### src/rtl/serial_mag_cmp.sv
// Serial magnitude comparator: folds MSB-first 2-bit chunk compare flags
// into a full-width eq/gt/lt result, with sticky error on malformed chunks.
// Ports: clk, rst_n (async low); start; in_valid/in_ready chunk handshake
//        with aeb_i/agb_i/alb_i; busy, done, res_eq/gt/lt, err, chunk_cnt.
// Option: SERIAL_MAG_CMP_EARLY_EXIT_EN finishes on the first deciding chunk.
module serial_mag_cmp #(
    parameter int NCHUNK = 8
) (
    input  logic                         clk,
    input  logic                         rst_n,
    input  logic                         start,
    input  logic                         in_valid,
    input  logic                         aeb_i,
    input  logic                         agb_i,
    input  logic                         alb_i,
    output logic                         in_ready,
    output logic                         busy,
    output logic                         done,
    output logic                         res_eq,
    output logic                         res_gt,
    output logic                         res_lt,
    output logic                         err,
    output logic [$clog2(NCHUNK+1)-1:0] chunk_cnt
);

    localparam int CW = $clog2(NCHUNK + 1);
    localparam logic [CW-1:0] LAST = CW'(NCHUNK - 1);

    typedef enum logic [1:0] {
        S_IDLE,
        S_RUN,
        S_DONE
    } state_t;

    state_t        r_state;
    state_t        w_next;
    logic [CW-1:0] r_cnt;
    logic          r_err;
    logic          r_decided;
    logic          r_gt;
    logic          r_lt;
    logic          r_res_eq;
    logic          r_res_gt;
    logic          r_res_lt;

    logic w_accept;
    logic w_onehot;
    logic w_chunk_gt;
    logic w_chunk_lt;
    logic w_lock;
    logic w_last;
    logic w_finish;
    logic w_fin_gt;
    logic w_fin_lt;

    assign w_accept   = (r_state == S_RUN) & in_valid;
    // exactly one of three flags set
    assign w_onehot   = (aeb_i ^ agb_i ^ alb_i) & ~(aeb_i & agb_i & alb_i);
    // malformed chunks count as equal, so they never decide
    assign w_chunk_gt = w_accept & w_onehot & agb_i;
    assign w_chunk_lt = w_accept & w_onehot & alb_i;
    assign w_lock     = ~r_decided & (w_chunk_gt | w_chunk_lt);
    assign w_last     = w_accept & (r_cnt == LAST);
`ifdef SERIAL_MAG_CMP_EARLY_EXIT_EN
    assign w_finish   = w_last | w_lock;
`else
    assign w_finish   = w_last;
`endif
    // final result folds in the chunk being accepted on the finishing edge
    assign w_fin_gt   = r_decided ? r_gt : w_chunk_gt;
    assign w_fin_lt   = r_decided ? r_lt : w_chunk_lt;

    always_ff @(posedge clk or negedge rst_n) begin
        if (!rst_n) begin
            r_state <= S_IDLE;
        end else begin
            r_state <= w_next;
        end
    end

    always_comb begin
        w_next = r_state;
        case (r_state)
            S_IDLE:  if (start) w_next = S_RUN;
            S_RUN:   if (w_finish) w_next = S_DONE;
            S_DONE:  w_next = S_IDLE;
            default: w_next = S_IDLE;
        endcase
    end

    always_comb begin
        busy     = (r_state == S_RUN);
        in_ready = (r_state == S_RUN);
        done     = (r_state == S_DONE);
    end

    always_ff @(posedge clk or negedge rst_n) begin
        if (!rst_n) begin
            r_cnt     <= '0;
            r_err     <= 1'b0;
            r_decided <= 1'b0;
            r_gt      <= 1'b0;
            r_lt      <= 1'b0;
            r_res_eq  <= 1'b0;
            r_res_gt  <= 1'b0;
            r_res_lt  <= 1'b0;
        end else if ((r_state == S_IDLE) && start) begin
            r_cnt     <= '0;
            r_err     <= 1'b0;
            r_decided <= 1'b0;
            r_gt      <= 1'b0;
            r_lt      <= 1'b0;
            r_res_eq  <= 1'b0;
            r_res_gt  <= 1'b0;
            r_res_lt  <= 1'b0;
        end else if (w_accept) begin
            r_cnt <= r_cnt + CW'(1);
            if (!w_onehot) r_err <= 1'b1;
            if (w_lock) begin
                r_decided <= 1'b1;
                r_gt      <= w_chunk_gt;
                r_lt      <= w_chunk_lt;
            end
            if (w_finish) begin
                r_res_eq <= ~(w_fin_gt | w_fin_lt);
                r_res_gt <= w_fin_gt;
                r_res_lt <= w_fin_lt;
            end
        end
    end

    assign res_eq    = r_res_eq;
    assign res_gt    = r_res_gt;
    assign res_lt    = r_res_lt;
    assign err       = r_err;
    assign chunk_cnt = r_cnt;

endmodule

### config.mk
export PLATFORM = sky130hd
export DESIGN_NAME = serial_mag_cmp
export DESIGN_NICKNAME = d
export VERILOG_FILES = /design/src/rtl/serial_mag_cmp.sv
export SDC_FILE = /design/constraint.sdc
export NUM_CORES = 1
export LEC_CHECK = 0
export BUFFER_PORTS_ARGS = -buffer_cell sky130_fd_sc_hd__clkbuf_2
export CORE_AREA = 2 2 39 41
export CTS_CLUSTER_DIAMETER = 40
export DETAILED_ROUTE_END_ITERATION = 6
export DIE_AREA = 0 0 41 43
export GPL_ROUTABILITY_DRIVEN = 0
export PLACE_DENSITY_LB_ADDON = 0.15
export SLEW_MARGIN = 20
export SYNTH_ARGS = -nofsm -noshare
export SYNTH_HDL_FRONTEND = slang
export SYNTH_SLANG_ARGS = --single-unit
### constraint.sdc
create_clock -name clk -period 1.7 [get_ports clk]
set_input_delay 0.085 -clock clk [delete_from_list [all_inputs] [get_ports clk]]
set_output_delay 0.085 -clock clk [all_outputs]
set_load 0.02 [all_outputs]
==> impl_metrics.yaml <==
synthesis:
  synth_top_family_by_area: "simple AND/OR/NAND/NOR gates"
  netlist_instances: 58
  yosys.area_share.simple_pct: 22.40
  synth_compound_area_share_pct: 14.66
  yosys.area_share.adder_pct: 4.073
  synth_area_sq_um: 614.3
  syn-num-nets: 67
  synth_common_cells: "13 x dfrtp_1, 7 x nand2_1, 4 x nor2_1"
  synth_largest_area_cell: "dfrtp_1"
  synthXorXnorAreaFrac_pct: 2.851
  synth_top_flop_cell: "dfrtp_1"
  synth.distinct_cells: 27
  synth.area.top_cells: "dfrtp_1 53%, nand2_1 4.3%, a31o_1 4.3%"
  ys_seq_area_share_pct: 52.95
  yosys_warnings: 0
  synth-seq-cells: 13
  yosys.cell_count.top_type: "dfrtp_1"
  syn_area_per_cell_sq_um: 10.59
  yosys-mux-area-fraction_pct: 0
  synth_edf_count: 0
  synth_top_area_share_pct: 52.95
  synthArstFlopShare_pct: 100.0
die:
  rows: 14
  die_w_um: 41
  io_pins: 18
  die_h_um: 43
  fp.dieArea_sq_um: 1763
  core_area_sq_um: 1384
  initial_core_util_pct: 44.39
drt:
  first_pass_iters: 3
  met1Wirelength_um: 583
  routed.top_layer: "met4"
  wire_per_inst_um: 12.46
  drc: 0
  vias_per_cell: 5.333
  totalWireLength_mm: 1.196
  met3RoutedLength_um: 67
  drt_iter0_drc: 8
  ant_nets: 0
  vias: 512
  dr_wl_met2_um: 531
timing:
  finalHoldViolCount: 0
  tightestPinTransition_ns: 0.3203
  report.final.setup_viol: 0
  drv_slew: 0
  period_share_pct: 89.71
  setup_tns_ns: 0
  fin_ws_ns: 0.1749
  hold_ws_ns: 0.1849
  rsz0062_at_grt: "no"
  relSlewSlack_pct: 78.65
  fmax_mhz: 655.7
  fin_crit_ns: 1.525
  finClkSkew_ns: 0.002052
clock_tree:
  cts_tree: "done"
  h-tree-depth: 1
  numCtsBuffers: 3
  path_clk_slew_ns: 0.08
  clock_path_buffers: 2
  clock_sinks: 13
  holdBufCountCts: 1
  postCtsSetupBuffers: 0
  clk-insertion-delay-late_ns: 0.27
  clockRootBuffer: "clkbuf_4"
  cts_resized: 0
placement:
  port_buffers: 17
  place_area_sq_um: 723.2
  place_ws_ns: 0.01504
  dp_hpwl_um: 918.5
  place_inst: 91
worst_setup_path:
  rrSetupSlack_ns: 0.17
  path_max_fanout: 6
  critPathKind: "flop to flop"
  critPathLaunchType: "flop"
  worstPathRequired_ns: 1.92
  endpoint_kind: "flop"
  cp.arrival_ns: 1.74
grt:
  antenna_found_initial: 0
  grt_overflow: 0
  grt.total_usage_pct: 16.74
  grt_pass1_vias: 459
  grt_pass1_wl_mm: 1.980
  grt_max_degree: 14
cells_and_area:
  nets: 90
  fin_area_sq_um: 759.5
  fin_cells: 96
  post-route-util_pct: 54.88
  area_delta_synth_final_pct: 23.63
  antennaDiodeCount: 0
  layout-drive-gt1-share_pct: 28.75
power:
  total_power_mw: 1.210
  p_clk_share_pct: 15.8
  p_leak_nw: 0.3883
  power.density_nw_per_um2: 1594
  pwr-share-seq_pct: 43.2
  ir_worst_vdd_v: 0.0007509
  p_switching_mw: 0.4930
  p_int_mw: 0.7175
  switching_share_pct: 40.73
  comb_power_share_pct: 41.0
run:
  maxCapViolCount: 0
hold_path:
  holdCritPathClass: "primary input to flop"
status:
  status: "completed"
## layer usage
layer / vias up / GRT usage [%]
met5: - / 0
li1: 255 / -
met1: 239 / 24.22
met3: 2 / 3.141
met4: 0 / 8.000
met2: 16 / 23.44
## layout by cell type (no fill, tap or decap), types with 2 or more instances in the layout
cell type and instances:
ha_1 2, nand4_1 2, clkbuf_4 3, nand2_1 7
buf_4 2, xor2_1 2, clkbuf_2 17, a21oi_1 2
nor2b_1 2, dfrtp_1 13, a31o_1 3, nor2_1 4
nand3_1 3, inv_1 2
## cell type report
type / instances / area (sq um)
inverters: 2 / 7.507
repair buffers: 20 / 110.1
fillers: 120 / 624.3
multi-input cells: 41 / 270.3
well taps: 16 / 20.02
clock buffers: 4 / 26.28
flip-flops and latches: 13 / 325.3
## power by group through the flow
stage          sequential [mW]  clock (mW)  combinational, mW
3_3_place_gp             0.524           0              0.493
5_1_grt                  0.539       0.208              0.553
6_report                 0.523       0.191              0.496
3_5_place_dp             0.526           0              0.503
2_1_floorplan            0.594           0              0.271
4_1_cts                  0.522       0.196              0.505
## logic make-up after synthesis
| kind of cell | after synthesis |
|---|---|
| flip-flops | 13 |
| buffers and inverters | 4 |
| adder cells (fa/ha/maj) | 2 |
| AND/OR/NAND/NOR | 25 |
| AO/OA/AOI/OAI | 12 |
| XOR/XNOR | 2 |
## path summary, 6_finish.rpt
| check | depth (start not counted) | to | start |
|---|---|---|---|
| max | 4 | r_decided | r_state[1] |
| min | 3 | chunk_cnt[0] | in_valid |
| max reg2reg | 4 | r_decided | r_state[1] |
| min reg2reg | 1 | err | err |
| max in group asynchronous | 2 | r_decided | rst_n |
| min in group asynchronous | 2 | chunk_cnt[2] | rst_n |
## state kept, by name, indices dropped and copies added (netlist names)
register / count
chunk_cnt: 4
r_state: 2
err: 1
r_decided: 1
r_gt: 1
r_lt: 1
res_eq: 1
res_gt: 1
res_lt: 1
## critical path, stage by stage (launching register included)
cell and delay (ns):
dfrtp_1 0.42, nand3b_1 0.24, a2111o_1 0.50, a31oi_1 0.19
a31o_1 0.11
No activity file was read; power rests on OpenSTA's default activity.
